## src/rtl/hazard_pkg.sv

```systemverilog
// Shared types for the hazard controller: forwarding select encoding and
// the mul/div sequencing FSM states.
package hazard_pkg;

    typedef enum logic [1:0] {
        FWD_RD = 2'b00,
        FWD_W  = 2'b01,
        FWD_M  = 2'b10
    } forward_sel_t;

    typedef enum logic {
        MD_IDLE = 1'b0,
        MD_BUSY = 1'b1
    } mdiv_state_t;

endpackage

```

## src/rtl/hazard_ctrl_fwd_sel.sv

```systemverilog
// Per-operand forwarding compare: picks the youngest in-flight producer of
// the E-stage source register. M beats W, register 0 never forwards.
module fwd_sel
    import hazard_pkg::*;
#(
    parameter int ADDR_W = 5
) (
    input  logic [ADDR_W-1:0] rs,
    input  logic [ADDR_W-1:0] rd_m,
    input  logic [ADDR_W-1:0] rd_w,
    input  logic              reg_write_m,
    input  logic              reg_write_w,
    output logic [1:0]        sel
);

    always_comb begin
        sel = FWD_RD;
        if (reg_write_m && (rd_m != '0) && (rd_m == rs)) begin
            sel = FWD_M;
        end else if (reg_write_w && (rd_w != '0) && (rd_w == rs)) begin
            sel = FWD_W;
        end
    end

endmodule

```

## src/rtl/hazard_ctrl.sv

```systemverilog
// Hazard/sequencing controller: forwarding selects, load-use and branch
// stall/flush, and a busy FSM holding a multi-cycle mul/div in E.
// Optional perf counters are built when HAZARD_PERF_EN is defined.
module hazard_ctrl
    import hazard_pkg::*;
#(
    parameter int REG_ADDR_WIDTH = 5,
    parameter int MDIV_LATENCY   = 4
) (
    input  logic                      clk,
    input  logic                      rst,
    input  logic [REG_ADDR_WIDTH-1:0] Rs1D,
    input  logic [REG_ADDR_WIDTH-1:0] Rs2D,
    input  logic [REG_ADDR_WIDTH-1:0] Rs1E,
    input  logic [REG_ADDR_WIDTH-1:0] Rs2E,
    input  logic [REG_ADDR_WIDTH-1:0] RdE,
    input  logic [REG_ADDR_WIDTH-1:0] RdM,
    input  logic [REG_ADDR_WIDTH-1:0] RdW,
    input  logic                      RegWriteM,
    input  logic                      RegWriteW,
    input  logic                      ResultSrcE0,
    input  logic                      PCSrcE,
    input  logic                      MulDivE,
    output logic [1:0]                ForwardAE,
    output logic [1:0]                ForwardBE,
    output logic                      StallF,
    output logic                      StallD,
    output logic                      StallE,
    output logic                      FlushD,
    output logic                      FlushE,
    output logic                      FlushM,
    output logic                      MulDivBusy,
    output mdiv_state_t               dbg_state
`ifdef HAZARD_PERF_EN
    ,
    output logic [31:0]               StallCount,
    output logic [31:0]               FlushCount
`endif
);

    localparam int CNT_W = $clog2(MDIV_LATENCY) + 1;
    localparam logic [CNT_W-1:0] CNT_LOAD =
        (MDIV_LATENCY > 2) ? CNT_W'(MDIV_LATENCY - 2) : '0;

    mdiv_state_t      state, state_n;
    logic [CNT_W-1:0] cnt, cnt_n;
    logic             done, done_n;
    logic             mdiv_start;
    logic             busy_win;
    logic             lw_stall;
    logic             branch;

    fwd_sel #(.ADDR_W(REG_ADDR_WIDTH)) u_fwd_a (
        .rs          (Rs1E),
        .rd_m        (RdM),
        .rd_w        (RdW),
        .reg_write_m (RegWriteM),
        .reg_write_w (RegWriteW),
        .sel         (ForwardAE)
    );

    fwd_sel #(.ADDR_W(REG_ADDR_WIDTH)) u_fwd_b (
        .rs          (Rs2E),
        .rd_m        (RdM),
        .rd_w        (RdW),
        .reg_write_m (RegWriteM),
        .reg_write_w (RegWriteW),
        .sel         (ForwardBE)
    );

    always_ff @(posedge clk or posedge rst) begin
        if (rst) begin
            state <= MD_IDLE;
            cnt   <= '0;
            done  <= 1'b0;
        end else begin
            state <= state_n;
            cnt   <= cnt_n;
            done  <= done_n;
        end
    end

    // done marks the final E cycle of a finished mul/div, whose MulDivE is
    // still high, so it must not start a second stall window.
    always_comb begin
        mdiv_start = (state == MD_IDLE) && MulDivE && !done && (MDIV_LATENCY > 1);
        state_n    = state;
        cnt_n      = cnt;
        done_n     = 1'b0;
        case (state)
            MD_IDLE: begin
                if (mdiv_start) begin
                    if (MDIV_LATENCY > 2) begin
                        state_n = MD_BUSY;
                        cnt_n   = CNT_LOAD;
                    end else begin
                        done_n = 1'b1;
                    end
                end
            end
            MD_BUSY: begin
                // Leave once the count decrements to zero; this cycle still stalls.
                if (cnt <= CNT_W'(1)) begin
                    cnt_n   = '0;
                    state_n = MD_IDLE;
                    done_n  = 1'b1;
                end else begin
                    cnt_n = cnt - 1'b1;
                end
            end
            default: begin
                state_n = MD_IDLE;
                cnt_n   = '0;
            end
        endcase
    end

    always_comb begin
        busy_win = !rst && ((state == MD_BUSY) || mdiv_start);
        lw_stall = !rst && (state == MD_IDLE) && !mdiv_start && !PCSrcE &&
                   ResultSrcE0 && (RdE != '0) && ((Rs1D == RdE) || (Rs2D == RdE));
        branch   = !rst && (state == MD_IDLE) && !mdiv_start && PCSrcE;

        StallF     = busy_win || lw_stall;
        StallD     = busy_win || lw_stall;
        StallE     = busy_win;
        FlushD     = branch;
        FlushE     = branch || lw_stall;
        FlushM     = busy_win;
        MulDivBusy = busy_win;
        dbg_state  = state;
    end

`ifdef HAZARD_PERF_EN
    logic [31:0] stall_cnt_q;
    logic [31:0] flush_cnt_q;

    always_ff @(posedge clk or posedge rst) begin
        if (rst) begin
            stall_cnt_q <= '0;
            flush_cnt_q <= '0;
        end else begin
            if (StallF && (stall_cnt_q != 32'hFFFF_FFFF)) begin
                stall_cnt_q <= stall_cnt_q + 32'd1;
            end
            if ((FlushD || FlushE) && (flush_cnt_q != 32'hFFFF_FFFF)) begin
                flush_cnt_q <= flush_cnt_q + 32'd1;
            end
        end
    end

    assign StallCount = stall_cnt_q;
    assign FlushCount = flush_cnt_q;
`endif

endmodule

```

## config.mk

```make
export PLATFORM = sky130hd
export DESIGN_NAME = hazard_ctrl
export DESIGN_NICKNAME = d
export VERILOG_FILES = /design/src/rtl/hazard_pkg.sv /design/src/rtl/hazard_ctrl_fwd_sel.sv /design/src/rtl/hazard_ctrl.sv
export SDC_FILE = /design/constraint.sdc
export NUM_CORES = 1
export LEC_CHECK = 0
export CAP_MARGIN = 20
export CORE_ASPECT_RATIO = 1.2
export CORE_UTILIZATION = 35
export CTS_CLUSTER_DIAMETER = 80
export DETAILED_ROUTE_END_ITERATION = 8
export PLACE_DENSITY_LB_ADDON = 0.08
export SLEW_MARGIN = 10
export SYNTH_ARGS = -nofsm -noshare
export SYNTH_HDL_FRONTEND = slang
export SYNTH_SLANG_ARGS = --single-unit
```

## constraint.sdc

```tcl
create_clock -name clk -period 7.31 [get_ports clk]
set_input_delay 2.193 -clock clk [delete_from_list [all_inputs] [get_ports clk]]
set_output_delay 2.193 -clock clk [all_outputs]
set_load 0.02 [all_outputs]
```

# Word-level counts from Yosys, hierarchy flattened
# Cells that the tools add are included.
[classes]
addsub = 1
mul = 0
div = 0
magnitude_cmp = 1
n_eq_ne = 7
n_shift = 0
n_mux = 12
bitwise_logic = 1
reduce_logical = 27
[op_table]
columns = ["operator", "n"]
rows = [
  ["$eq A5 B5 Y1", 6],
  ["$logic_and A1 B1 Y1", 16],
  ["$reduce_bool A5 Y1", 3],
  ["$mux W3", 2],
  ["$pmux W3 S2", 1],
  ["$mux W1", 5],
  ["$logic_not A1 Y1", 4],
  ["$logic_or A1 B1 Y1", 4],
  ["$mux W2", 2],
  ["$pmux W1 S2", 2],
  ["$le A3 B1 Y1 const B", 1],
  ["$sub A3 B1 Y3 const B", 1],
  ["$ne A2 B2 Y1 const B", 1],
  ["$not A1 Y1", 1],
]
[totals]
ff_bits = 5
latch_bits = 0
ram_bits = 0
mem_bits_ro = 0
inputBits = 42
out_inout_bits = 12
mem_count = 0

# Depth between registers and ports, before layout
[logic_depth]
ltp_word = 10
ltp_mapped = 6
ltp_nobuf = 6

# Cells and area by module
# Synthesis repeated with hierarchy kept, for this count alone.
[hier_totals]
hier_cells = 89
hier_area_um2 = 728.2
[modules_own_cells]
columns = ["module", "n_inst", "cells_per_inst", "area_per_inst_um2", "seq_area_each_um2"]
rows = [
  ["hazard_ctrl", 1, 49, 425.4, 125.1],
  ["fwd_sel", 2, 20, 151.4, 0.0],
]

# Worst setup path before layout
# No wires, ideal clock.
[synth_timing]
path_type = "in2out"
from = "input port RdM[0]"
to = "output port ForwardAE[0]"
arrival_ps = 3541
t_required_ps = 5117
setup_slack_ps = 1576
path_stages = 4
n_path_buf = 0
path_cell_list = "or4_1 > o21ai_2 > nor4_1 > nor4_2"
[synth_via]
elab_chain_len = 4
elab_cells_between_ends = 5
cone_classes = "1 x eq/ne; 1 x mux; 3 x reduce/logical"
[synth_lines]
columns = ["element", "line", "rtl"]
rows = [
  ["from (decl)", "hazard_ctrl.sv:17", "input logic [REG_ADDR_WIDTH-1:0] RdM,"],
  ["$reduce_bool A5 Y1", "hazard_ctrl_fwd_sel.sv:18", "if (reg_write_m && (rd_m != '0) && (rd_m == rs)) begin"],
  ["$logic_and A1 B1 Y1", "hazard_ctrl_fwd_sel.sv:18", ""],
  ["$logic_and A1 B1 Y1 (*)", "hazard_ctrl_fwd_sel.sv:18", ""],
  ["$mux W2 (*)", "hazard_ctrl_fwd_sel.sv:18", ""],
  ["to (decl)", "hazard_ctrl.sv:24", "output logic [1:0] ForwardAE,"],
]
# Mark *: on every way between the ends. The rest lies on a longest branch, timed or not.

# Worst setup path after layout
[layout_timing]
from = "input port RdM[1]"
to = "output port ForwardAE[0]"
# Same word-level chain as after synthesis.

==> impl_results.html <==
<table>
<tr><th>Metric</th><th>Value</th></tr>
<tr><th colspan="2">Critical path</th></tr>
<tr><td>R2r setup slk</td><td>5.69 ns</td></tr>
<tr><td>Startpoint of the most critical register-to-register path</td><td>cnt[1]</td></tr>
<tr><td>Worst Reg-to-Reg Cells</td><td>6</td></tr>
<tr><td>Kind of capture point of the worst setup path</td><td>output port</td></tr>
<tr><td>Data required time of the critical path</td><td>5.12 ns</td></tr>
<tr><td>Crit path kind</td><td>in -&gt; out</td></tr>
<tr><td>Reg2reg end</td><td>cnt[2]</td></tr>
<tr><td>Critical Path Source Type</td><td>primary input</td></tr>
<tr><td>Max Fanout on Critical Path</td><td>3</td></tr>
<tr><td>Critical Path AT</td><td>4.40 ns</td></tr>
<tr><th colspan="2">Synthesis</th></tr>
<tr><td>Leading register cell type out of synthesis</td><td>sky130_fd_sc_hd__dfrtp_1</td></tr>
<tr><td>Share of Yosys cell area claimed by the top area cell type</td><td>0.3049</td></tr>
<tr><td>Most instantiated library cell after synthesis</td><td>sky130_fd_sc_hd__xor2_1</td></tr>
<tr><td>Number of cells produced by synthesis</td><td>81</td></tr>
<tr><td>Top cell types by occurrence after synthesis</td><td>sky130_fd_sc_hd__xor2_1, sky130_fd_sc_hd__nor2_1, sky130_fd_sc_hd__xnor2_1, sky130_fd_sc_hd__dfrtp_1, sky130_fd_sc_hd__or4_1</td></tr>
<tr><td>Number of register bits inferred by synthesis</td><td>5</td></tr>
<tr><td>Count of flip-flops with a built-in enable after synthesis</td><td>0</td></tr>
<tr><td>Synthesized area</td><td>689.4 µm²</td></tr>
<tr><td>Synth cell types</td><td>27</td></tr>
<tr><td>Fraction of the yosys area taken by sequential cells</td><td>0.1815</td></tr>
<tr><td>Mean instance size in the synthesized netlist</td><td>8.511 µm²</td></tr>
<tr><td>Total of warnings raised by yosys</td><td>0</td></tr>
<tr><td>Total nets after synthesis</td><td>125</td></tr>
<tr><td>Cell accounting for the most synthesized area</td><td>sky130_fd_sc_hd__xor2_1</td></tr>
<tr><td>Ys async rst share</td><td>1.000</td></tr>
<tr><td>Leading post-synthesis cells by cell area</td><td>sky130_fd_sc_hd__xor2_1, sky130_fd_sc_hd__dfrtp_1, sky130_fd_sc_hd__xnor2_1</td></tr>
<tr><th colspan="2">Timing</th></tr>
<tr><td>Clock skew after layout</td><td>0.001065 ns</td></tr>
<tr><td>Relative max-transition margin</td><td>0.6772</td></tr>
<tr><td>Final worst path period need</td><td>6.588 ns</td></tr>
<tr><td>Unrepaired setup endpoints after global routing</td><td>no</td></tr>
<tr><td>Final cycle utilization of the critical path</td><td>0.9013</td></tr>
<tr><td>Fmax</td><td>151.8 MHz</td></tr>
<tr><td>Sum of negative setup slack</td><td>0 ns</td></tr>
<tr><td>Final hold violation count</td><td>0</td></tr>
<tr><td>Worst path setup slack after routing</td><td>0.7218 ns</td></tr>
<tr><td>Number of failing setup endpoints in the final timing report</td><td>0</td></tr>
<tr><td>Final-report max-slew violation count</td><td>0</td></tr>
<tr><td>Worst Tran Pin Value</td><td>0.4791 ns</td></tr>
<tr><th colspan="2">Clock network</th></tr>
<tr><td>TritonCTS Sinks</td><td>5</td></tr>
<tr><td>Clock tree from TritonCTS</td><td>done</td></tr>
<tr><td>Post CTS Setup Buffer Count</td><td>0</td></tr>
<tr><td>PostCTS Resize Cnt</td><td>0</td></tr>
<tr><td>Maximum buffer depth of the clock tree</td><td>2</td></tr>
<tr><td>Deepest level of the CTS H-tree</td><td>1</td></tr>
<tr><td>TritonCTS Buffers</td><td>3</td></tr>
<tr><td>Clock transition at the registers of the reported paths</td><td>about 0.050 ns</td></tr>
<tr><td>Count of hold-fix buffers inserted at cts</td><td>0</td></tr>
<tr><td>Clock network latency to the later pin of the worst-skew pair</td><td>0.23 ns</td></tr>
<tr><td>Library cell used as clock root buffer</td><td>sky130_fd_sc_hd__clkbuf_4</td></tr>
<tr><th colspan="2">Layout</th></tr>
<tr><td>Sequential cell area</td><td>125.1 µm²</td></tr>
<tr><td>Final Core Density</td><td>0.6741</td></tr>
<tr><td>Area used by multi-input combinational logic</td><td>about 530 µm²</td></tr>
<tr><td>Number of nets in the final layout</td><td>between 150 and 200</td></tr>
<tr><td>Ratio of cells with drive above 1 in the final layout</td><td>0.05185</td></tr>
<tr><td># fillers</td><td>166</td></tr>
<tr><td>Diodes inserted</td><td>0</td></tr>
<tr><td>Final cell count without fillers</td><td>154</td></tr>
<tr><td>Area grow syn2layout</td><td>80.94%</td></tr>
<tr><th colspan="2">Min path</th></tr>
<tr><td>Hold path cells</td><td>1</td></tr>
<tr><td>Hold path endpoint</td><td>done</td></tr>
<tr><td>Hold Path Origin</td><td>cnt[2]</td></tr>
<tr><td>Worst Hold Class</td><td>reg -&gt; reg</td></tr>
<tr><th colspan="2">Route</th></tr>
<tr><td>Wire length per cell after detailed routing</td><td>12.66 µm</td></tr>
<tr><td>Count of antenna-violating nets left after detailed routing</td><td>0</td></tr>
<tr><td>Routed via count divided by cell count</td><td>5.065</td></tr>
<tr><td>Vias after detailed routing</td><td>780</td></tr>
<tr><td>Routed wire length</td><td>between 1500 and 2000 µm</td></tr>
<tr><td>DR pass1 iterations</td><td>4</td></tr>
<tr><td>Violation count after the first detailed-routing iteration</td><td>9</td></tr>
<tr><td>Residual DRC</td><td>0</td></tr>
<tr><th colspan="2">Die</th></tr>
<tr><td>I/O pin total</td><td>54</td></tr>
<tr><td>Initial core utilization</td><td>0.3725</td></tr>
<tr><td>Y dimension of the die</td><td>roughly 51 µm</td></tr>
<tr><td>DIE AREA</td><td>~0.0022 mm²</td></tr>
<tr><td>Horizontal extent of the die</td><td>around 43 µm</td></tr>
<tr><td>Number of placement rows</td><td>17</td></tr>
<tr><td>Standard cell core area</td><td>0.001851 mm²</td></tr>
<tr><th colspan="2">Global route</th></tr>
<tr><td>Pin count of the biggest net entering global routing</td><td>8</td></tr>
<tr><td>Number of antenna violations at the first check in global routing</td><td>0</td></tr>
<tr><td>Number of global-route vias before repair</td><td>808</td></tr>
<tr><td>Wire length of the first global-routing pass</td><td>approximately 3300 µm</td></tr>
<tr><td>Overall overflow remaining after global route</td><td>0</td></tr>
<tr><td>Total routing usage reported by global routing</td><td>0.1973</td></tr>
<tr><th colspan="2">Status</th></tr>
<tr><td>Outcome</td><td>completed</td></tr>
<tr><th colspan="2">Flow run</th></tr>
<tr><td>Max-Cap Viols</td><td>0</td></tr>
<tr><th colspan="2">Pwr</th></tr>
<tr><td>Areal power density over the cells</td><td>174.0 mW/mm²</td></tr>
<tr><td>Maximum VDD drop</td><td>~88 µV</td></tr>
<tr><td>Leak Pwr</td><td>between 0.4 and 0.5 nW</td></tr>
<tr><th colspan="2">Placement</th></tr>
<tr><td>Routability Congestion</td><td>0.8749</td></tr>
<tr><td>IO Port Bufs</td><td>53</td></tr>
<tr><td>Post-detailed-placement half-perimeter wirelength</td><td>1761 µm</td></tr>
<tr><td>Cells after DPL</td><td>150</td></tr>
<tr><td>Setup Slack @ Placement</td><td>0.7065 ns</td></tr>
</table>
==> through the flow <==
step                      hold slack (ns)  total power [mW]  instance area, µm²
after floorplan                    0.4491            0.1273               689.4
after global placement             0.4771            0.1803                1221
after detailed placement           0.4831            0.1863                1221
after CTS                          0.4937            0.2188                1247
after global routing               0.5288            0.2371                1247
final                              0.4858            0.2171                1247
==> placed cells by master, fill, tap and decap left out <==
| cell type | synthesis | final |
|---|---|---|
| sky130_fd_sc_hd__nor4_2 | 2 | 2 |
| sky130_fd_sc_hd__o22ai_1 | 3 | 3 |
| sky130_fd_sc_hd__nor3_1 | 2 | 2 |
| sky130_fd_sc_hd__nor4_1 | 2 | 2 |
| sky130_fd_sc_hd__clkbuf_1 | 0 | 1 |
| sky130_fd_sc_hd__nor2b_1 | 1 | 1 |
| sky130_fd_sc_hd__nand3b_1 | 1 | 1 |
| sky130_fd_sc_hd__o21ai_1 | 1 | 1 |
| sky130_fd_sc_hd__o2bb2ai_1 | 1 | 1 |
| sky130_fd_sc_hd__o21ba_2 | 1 | 1 |
| sky130_fd_sc_hd__nor2_1 | 6 | 6 |
| sky130_fd_sc_hd__xor2_1 | 24 | 24 |
| sky130_fd_sc_hd__xnor2_1 | 6 | 6 |
| sky130_fd_sc_hd__nand2b_1 | 1 | 1 |
| sky130_fd_sc_hd__or4_1 | 5 | 5 |
| sky130_fd_sc_hd__dfrtp_1 | 5 | 5 |
| sky130_fd_sc_hd__o21ai_2 | 1 | 1 |
| sky130_fd_sc_hd__a22oi_1 | 1 | 1 |
| sky130_fd_sc_hd__nor3b_1 | 1 | 1 |
| sky130_fd_sc_hd__or3_1 | 1 | 1 |
| sky130_fd_sc_hd__o21ai_0 | 3 | 3 |
| sky130_fd_sc_hd__and3_1 | 1 | 1 |
| sky130_fd_sc_hd__o21bai_1 | 1 | 1 |
| sky130_fd_sc_hd__inv_1 | 3 | 3 |
| sky130_fd_sc_hd__nand2_1 | 1 | 1 |
| sky130_fd_sc_hd__clkbuf_4 | 0 | 3 |
| sky130_fd_sc_hd__nand3_1 | 2 | 2 |
| sky130_fd_sc_hd__clkdlybuf4s50_1 | 0 | 53 |
| sky130_fd_sc_hd__ha_1 | 2 | 2 |
==> worst max-delay path, stage by stage <==
cell	delay, ns
sky130_fd_sc_hd__clkdlybuf4s50_1	0.48
sky130_fd_sc_hd__or4_1	0.54
sky130_fd_sc_hd__o21ai_2	0.17
sky130_fd_sc_hd__nor4_1	0.10
sky130_fd_sc_hd__nor4_2	0.27
sky130_fd_sc_hd__clkdlybuf4s50_1	0.64
==> worst max-delay path by stage <==
stage,start,end,slack (ns),cells after the start
6_report,RdM[1],ForwardAE[0],0.72,6
5_1_grt,RdM[1],ForwardAE[0],0.63,6
4_1_cts,RdM[1],ForwardAE[0],0.71,6
3_5_place_dp,RdM[1],ForwardAE[0],0.71,6
3_3_place_gp,RdM[0],ForwardAE[0],0.76,6
2_1_floorplan,RdM[0],ForwardAE[0],1.58,4
==> sequential cells by signal, indices dropped and copies added (netlist names) <==
signal / count
dbg_state: 1
cnt: 3
done: 1
==> kinds of logic (layout without fill, tap and decap cells) <==
| group | after synthesis | in the layout | synth area share |
|---|---|---|---|
| adder cells (fa/ha/maj) | 2 | 2 | 0.03629 |
| flip-flops | 5 | 5 | 0.1815 |
| AND/OR/NAND/NOR | 26 | 26 | 0.2341 |
| AO/OA/AOI/OAI | 12 | 12 | 0.1180 |
| buffers and inverters | 6 | 60 | 0.04900 |
| XOR/XNOR | 30 | 30 | 0.3811 |
==> power breakdown <==
| part | switching (mW) | total, mW | internal (mW) |
|---|---|---|---|
| clock network | 0.0107 | 0.0313 | 0.0206 |
| logic | 0.0640 | 0.134 | 0.0704 |
| registers | 0.0109 | 0.0513 | 0.0404 |
| total | 0.0856 | 0.217 | 0.131 |
==> area by class of cell <==
cell class,instances,area share
Sequential cell,5,0.1003
Tap cell,19,0.01906
Clock buffer,4,0.02106
Multi-Input combinational cell,70,0.4253
Inverter,3,0.009027
Timing Repair Buffer,53,0.4253
==> routing by layer <==
layer | track usage | vias up | wire length (µm)
met5 | 0 | - | 0
met4 | 0.03125 | 0 | 12
met3 | 0.02878 | 2 | 110
met2 | 0.4333 | 39 | 1143
met1 | 0.1836 | 349 | 684
li1 | - | 390 | -
(Power assumes the default switching activity.)
